`src/rtl/cv32e40p_apu_shared_arbiter.sv`:
```
// cv32e40p_apu_shared_arbiter
//   Shares a single APU/FPU between NUM_CORES cv32e40p cores. Requests are
//   arbitrated round-robin, the winner's operands/op/flags go to the APU, and
//   the granted core ID is queued in an in-order tag FIFO so that each APU
//   result is routed back to the core that issued it.
//
// Ports
//   clk_i, rst_i             clock, asynchronous active-high reset
//   core_apu_*_i / *_o       per-core request side (req/gnt, payload, rvalid)
//   core_apu_rdata_o/rflags  result broadcast to all cores
//   apu_*                    single shared APU port
//   busy_o                   ops in flight
//   err_unexp_rvalid_o       sticky: APU result arrived with nothing in flight
//   stats_grant_cnt_o        per-core saturating grant counters
//
// Optional feature: define CV32E40P_APU_ARB_STATS_EN to build the grant
// counters; otherwise stats_grant_cnt_o is tied to 0.
//
// While rst_i is held every output is forced to 0, including the
// combinational pass-through paths.

// Per-core slice: grant/rvalid decode and AND-masked payload for the OR mux.
module cv32e40p_apu_shared_arbiter_lane #(
  parameter int APU_NARGS    = 3,
  parameter int APU_WOP      = 6,
  parameter int APU_NDSFLAGS = 15
) (
  input  logic                    sel_hit,
  input  logic                    head_hit,
  input  logic                    push,
  input  logic                    pop,
  input  logic [APU_NARGS*32-1:0] operands,
  input  logic [APU_WOP-1:0]      op,
  input  logic [APU_NDSFLAGS-1:0] flags,
  output logic                    gnt,
  output logic                    rvalid,
  output logic [APU_NARGS*32-1:0] operands_m,
  output logic [APU_WOP-1:0]      op_m,
  output logic [APU_NDSFLAGS-1:0] flags_m
);
  assign gnt        = sel_hit & push;
  assign rvalid     = head_hit & pop;
  assign operands_m = sel_hit ? operands : '0;
  assign op_m       = sel_hit ? op : '0;
  assign flags_m    = sel_hit ? flags : '0;
endmodule

module cv32e40p_apu_shared_arbiter #(
  parameter int NUM_CORES       = 2,
  parameter int APU_NARGS       = 3,
  parameter int APU_WOP         = 6,
  parameter int APU_NDSFLAGS    = 15,
  parameter int APU_NUSFLAGS    = 5,
  parameter int MAX_OUTSTANDING = 4
) (
  input  logic                                  clk_i,
  input  logic                                  rst_i,
  input  logic [NUM_CORES-1:0]                  core_apu_req_i,
  output logic [NUM_CORES-1:0]                  core_apu_gnt_o,
  input  logic [NUM_CORES*APU_NARGS*32-1:0]     core_apu_operands_i,
  input  logic [NUM_CORES*APU_WOP-1:0]          core_apu_op_i,
  input  logic [NUM_CORES*APU_NDSFLAGS-1:0]     core_apu_flags_i,
  output logic [NUM_CORES-1:0]                  core_apu_rvalid_o,
  output logic [31:0]                           core_apu_rdata_o,
  output logic [APU_NUSFLAGS-1:0]               core_apu_rflags_o,
  output logic                                  apu_req_o,
  input  logic                                  apu_gnt_i,
  output logic [APU_NARGS*32-1:0]               apu_operands_o,
  output logic [APU_WOP-1:0]                    apu_op_o,
  output logic [APU_NDSFLAGS-1:0]               apu_flags_o,
  input  logic                                  apu_rvalid_i,
  input  logic [31:0]                           apu_rdata_i,
  input  logic [APU_NUSFLAGS-1:0]               apu_rflags_i,
  output logic                                  busy_o,
  output logic                                  err_unexp_rvalid_o,
  output logic [NUM_CORES*32-1:0]               stats_grant_cnt_o
);
  localparam int CW  = $clog2(NUM_CORES);
  localparam int AW  = $clog2(MAX_OUTSTANDING);
  localparam int OPW = APU_NARGS*32;

  logic [CW-1:0] rr_ptr, sel;
  logic          any_req, active, push, pop, full, empty;

  logic [CW-1:0] tags [MAX_OUTSTANDING];
  logic [AW-1:0] wr_ptr, rd_ptr;
  logic [AW:0]   cnt;
  logic [CW-1:0] head;
  logic          err;

  // Round-robin pick: walk backwards from rr_ptr+N-1 down to rr_ptr so the
  // last hit (the one nearest rr_ptr) wins.
  always_comb begin
    int idx;
    logic [CW-1:0] cand;
    sel     = '0;
    any_req = 1'b0;
    for (int k = NUM_CORES-1; k >= 0; k--) begin
      idx = int'(rr_ptr) + k;
      if (idx >= NUM_CORES) idx = idx - NUM_CORES;
      cand = CW'(idx);
      if (core_apu_req_i[cand]) begin
        sel     = cand;
        any_req = 1'b1;
      end
    end
  end

  assign full   = (cnt == (AW+1)'(MAX_OUTSTANDING));
  assign empty  = (cnt == '0);
  assign active = any_req & ~rst_i;
  // No bypass when full: a pop in the same cycle does not free a slot yet.
  assign apu_req_o = active & ~full;
  assign push      = apu_req_o & apu_gnt_i;
  assign pop       = apu_rvalid_i & ~empty & ~rst_i;
  assign head      = tags[rd_ptr];
  assign busy_o    = ~empty;
  assign err_unexp_rvalid_o = err;

  assign core_apu_rdata_o  = rst_i ? '0 : apu_rdata_i;
  assign core_apu_rflags_o = rst_i ? '0 : apu_rflags_i;

  // Per-core lanes
  logic [NUM_CORES-1:0][OPW-1:0]          lane_ops;
  logic [NUM_CORES-1:0][APU_WOP-1:0]      lane_op;
  logic [NUM_CORES-1:0][APU_NDSFLAGS-1:0] lane_flags;

  for (genvar i = 0; i < NUM_CORES; i++) begin : g_lane
    cv32e40p_apu_shared_arbiter_lane #(
      .APU_NARGS   (APU_NARGS),
      .APU_WOP     (APU_WOP),
      .APU_NDSFLAGS(APU_NDSFLAGS)
    ) u_lane (
      .sel_hit   (active && (sel == CW'(i))),
      .head_hit  (head == CW'(i)),
      .push      (push),
      .pop       (pop),
      .operands  (core_apu_operands_i[i*OPW +: OPW]),
      .op        (core_apu_op_i[i*APU_WOP +: APU_WOP]),
      .flags     (core_apu_flags_i[i*APU_NDSFLAGS +: APU_NDSFLAGS]),
      .gnt       (core_apu_gnt_o[i]),
      .rvalid    (core_apu_rvalid_o[i]),
      .operands_m(lane_ops[i]),
      .op_m      (lane_op[i]),
      .flags_m   (lane_flags[i])
    );
  end

  // At most one lane is selected, so OR-ing the masked payloads is the mux.
  always_comb begin
    apu_operands_o = '0;
    apu_op_o       = '0;
    apu_flags_o    = '0;
    for (int i = 0; i < NUM_CORES; i++) begin
      apu_operands_o = apu_operands_o | lane_ops[i];
      apu_op_o       = apu_op_o | lane_op[i];
      apu_flags_o    = apu_flags_o | lane_flags[i];
    end
  end

  // Arbitration pointer, tag FIFO and error flag
  always_ff @(posedge clk_i or posedge rst_i) begin
    if (rst_i) begin
      rr_ptr <= '0;
      wr_ptr <= '0;
      rd_ptr <= '0;
      cnt    <= '0;
      err    <= 1'b0;
      for (int i = 0; i < MAX_OUTSTANDING; i++) tags[i] <= '0;
    end else begin
      if (push) begin
        tags[wr_ptr] <= sel;
        wr_ptr       <= wr_ptr + 1'b1;
        rr_ptr       <= (sel == CW'(NUM_CORES-1)) ? '0 : sel + 1'b1;
      end
      if (pop) rd_ptr <= rd_ptr + 1'b1;
      if (push && !pop)      cnt <= cnt + 1'b1;
      else if (!push && pop) cnt <= cnt - 1'b1;
      if (apu_rvalid_i && empty) err <= 1'b1;
    end
  end

`ifdef CV32E40P_APU_ARB_STATS_EN
  logic [NUM_CORES-1:0][31:0] stats;

  always_ff @(posedge clk_i or posedge rst_i) begin
    if (rst_i) begin
      stats <= '0;
    end else begin
      for (int i = 0; i < NUM_CORES; i++)
        if (push && (sel == CW'(i)) && (stats[i] != 32'hFFFF_FFFF))
          stats[i] <= stats[i] + 32'd1;
    end
  end

  assign stats_grant_cnt_o = stats;
`else
  assign stats_grant_cnt_o = '0;
`endif

endmodule

```
`config.mk`:
```
export PLATFORM = sky130hd
export DESIGN_NAME = cv32e40p_apu_shared_arbiter
export DESIGN_NICKNAME = d
export VERILOG_FILES = /design/src/rtl/cv32e40p_apu_shared_arbiter.sv
export SDC_FILE = /design/constraint.sdc
export NUM_CORES = 1
export LEC_CHECK = 0
export BUFFER_PORTS_ARGS = -buffer_cell sky130_fd_sc_hd__clkbuf_2
export CORE_AREA = 2 2 194 196
export DETAILED_ROUTE_END_ITERATION = 8
export DIE_AREA = 0 0 196 198
export HOLD_SLACK_MARGIN = 0.02
export PLACE_DENSITY = 0.35
export SKIP_CTS_REPAIR_TIMING = 1
export SLEW_MARGIN = 20
export SYNTH_ARGS = -nofsm -noshare
export SYNTH_HDL_FRONTEND = slang
export SYNTH_SLANG_ARGS = --single-unit
```
`constraint.sdc`:
```
create_clock -name clk_i -period 3 [get_ports clk_i]
set_input_delay 0.3 -clock clk_i [delete_from_list [all_inputs] [get_ports clk_i]]
set_output_delay 0.3 -clock clk_i [all_outputs]
set_load 0.05 [all_outputs]
```
==> impl_metrics.env <==
export IMPL_cts_tree="done"
export IMPL_grt_pass1_vias=3409
export IMPL_ant_nets=0
export IMPL_cts_htree_levels=1
export IMPL_initial_core_util=0.0722
export IMPL_tightest_slew_ns=0.742
export IMPL_nNetsFinal=1010
export IMPL_skew_ns=0.00122
export IMPL_drive_gt1_frac=0.632
export IMPL_wl_per_cell_microns=11.0
export IMPL_p_clk_frac=0.098
export IMPL_yosysSeqAreaShare=0.122
export IMPL_path_clk_slew_ns=0.04
export IMPL_crit_path_start_kind="register"
export IMPL_clock_path_buffers=2
export IMPL_ys_warnings_count=0
export IMPL_syn_cell_area_sq_um=2670
export IMPL_post_route_drc_count=0
export IMPL_p_leak_nw=3.02
export IMPL_crit_chain="a211oi_4 -> buf_12 -> a22o_1 -> clkbuf_2"
export IMPL_ios=502
export IMPL_rr_startpoint="cnt[1]"
export IMPL_hold_class="in2async"
export IMPL_antenna_found_initial=1
export IMPL_firstDrtPassIters=4
export IMPL_required_ns=2.70
export IMPL_slowest_stage="dfrtp_1"
export IMPL_vias=3902
export IMPL_slowest_delay_ns=0.43
export IMPL_post_place_cells=1196
export IMPL_crit_start="rr_ptr"
export IMPL_core_area_sq_um=37000
export IMPL_place_gp_congestion=0.716
export IMPL_synth_area_leaders="a22o_1 38%, buf_4 21%, dfrtp_1 12%"
export IMPL_intPower_mw=1.04
export IMPL_fin_ws_ns=0.749
export IMPL_p_per_area_nw_per_um2=489
export IMPL_critPathKind="reg2out"
export IMPL_insertion_delay_ns=0.24
export IMPL_peakVddDrop_v=0.000180
export IMPL_swShare=0.598
export IMPL_total_power_mw=2.60
export IMPL_die_w_microns=196
export IMPL_status="complete, no violations"
export IMPL_hold_violations=0
export IMPL_comb_power_share=0.771
export IMPL_numCtsBuffers=3
export IMPL_grt_pass1_wl_mm=17.3
export IMPL_maxSlewHeadroom=0.501
export IMPL_synthCells=314
export IMPL_ys_types=29
export IMPL_avgSynthCellArea_sq_um=8.50
export IMPL_drt_iter0_drc=82
export IMPL_die_h_microns=198
export IMPL_drv_slew=0
export IMPL_rsz0062_at_grt="no"
export IMPL_pre_cts_ws_ns=0.750
export IMPL_grt_max_degree=63
export IMPL_yosysMostFrequentCell="a22o_1"
export IMPL_grt_ovfl_total=0
export IMPL_setup_viol=0
export IMPL_tns_ns=0
export IMPL_switchingPower_mw=1.55
export IMPL_ys_seq_elements=13
export IMPL_synth_top_area_share=0.384
export IMPL_fp_row_count=71
export IMPL_place_area_sq_um=5230
export IMPL_synth_edf_count=0
export IMPL_dieArea_sq_um=38800
export IMPL_cts_root_buf="clkbuf_16"
export IMPL_period_needed_ns=2.25
export IMPL_wirelength_mm=13.2
export IMPL_syn_to_final_growth_pct=99.1
export IMPL_ys_top_cells_by_count="117 x a22o_1, 73 x buf_4, 39 x nor2b_1"
export IMPL_crit_path_end_kind="output port"
export IMPL_cp_max_fo=60
export IMPL_cts_sinks=13
export IMPL_io_buffers=437
export IMPL_yosysTopAreaCell="a22o_1"
export IMPL_max_freq_mhz=444
export IMPL_design_area_sq_um=5310
export IMPL_layout_cells_non_filler=1201
export IMPL_grt_usage=0.0567
export IMPL_utilization=0.144
export IMPL_vias_per_cell=3.25
export IMPL_fin_hold_ws_ns=0.173
export IMPL_n_fill_cell=4249
export IMPL_synth_ff_type="dfrtp_1"
export IMPL_dp_hpwl_mm=11.9
export IMPL_timing_final_crit_share=0.750
export IMPL_cap_violations=0
export IMPL_reg2reg_slack_ns=0.76
export IMPL_ys_async_sr_fraction=1.00
export IMPL_seqPwrFrac=0.131
export IMPL_cp_arrival_ns=1.95
## area by class of cell
| type | instances | area (sq um) | area share |
|---|---|---|---|
| Clock buffer | 4 | 78.8 | 0.0148 |
| Tap cell | 474 | 593 | 0.112 |
| Multi-Input combinational cell | 258 | 1890 | 0.357 |
| Sequential cell | 13 | 325 | 0.0613 |
| Timing Repair Buffer | 443 | 2390 | 0.450 |
| Antenna cell | 1 | 2.50 | 0.000471 |
| Inverter | 8 | 30.0 | 0.00566 |
## power groups by stage
stage               combinational (mW)  clock (mW)  sequential [mW]
floorplan                         1.56           0            0.327
global placement                  2.02           0            0.341
detailed placement                2.02           0            0.344
CTS                               2.02       0.264            0.341
global route                      2.11       0.275            0.354
finish                            2.00       0.255            0.339
## state kept, by name, indices dropped and copies added (netlist names)
signal / count
cnt: 3
err_unexp_rvalid_o: 1
rr_ptr: 1
tags: 4
wr_ptr: 2
rd_ptr: 2
## logic make-up (layout without fill, tap and decap cells)
| group | count (synthesis) | after routing | share of synthesized area |
|---|---|---|---|
| buffers and inverters | 106 | 455 | 0.263 |
| xor gates and xnor gates | 6 | 6 | 0.0197 |
| and+or+nand+nor | 52 | 52 | 0.124 |
| DFF | 13 | 13 | 0.122 |
| other | 1 | 65 | 0.00141 |
| adders and majority gates | 6 | 6 | 0.0310 |
| AOI/OAI and AO/OA | 122 | 122 | 0.402 |
| muxes | 8 | 8 | 0.0375 |
## placed cells by master (no fill, tap or decap), drive strengths merged, types with 2 or more instances in the layout
cell type	synthesis	final
clkbuf	17	434
a22o	117	117
conb	1	64
nor2b	39	39
dfrtp	13	13
buf	81	13
inv	8	8
mux2	6	6
nand4	5	5
ha	5	5
xnor2	4	4
nor2	3	3
xor2	2	2
nand3	2	2
## final timing paths
check | to | depth (start not counted)
setup / recovery | apu_operands_o[87] | 4
hold / removal | rr_ptr | 3
setup reg to reg | cnt[1] | 7
hold reg to reg | err_unexp_rvalid_o | 1
max in group asynchronous | wr_ptr[1] | 3
min in group clk_i | err_unexp_rvalid_o | 3
## worst max-delay path, delay by kind of cell, from the launching register on
family	cells	cell delay (ns)
compound gates	2	0.63
buf+inv	2	0.59
flops	1	0.43
## layer usage
metal | vias to the layer above | GRT usage | share of wire
met5 | - | 0 | 0
met4 | 0 | 0.0210 | 0.025
met3 | 13 | 0.00528 | 0.085
li1 | 1865 | - | -
met2 | 291 | 0.111 | 0.52
met1 | 1733 | 0.0628 | 0.37
Power figures use the tool's default switching activity.
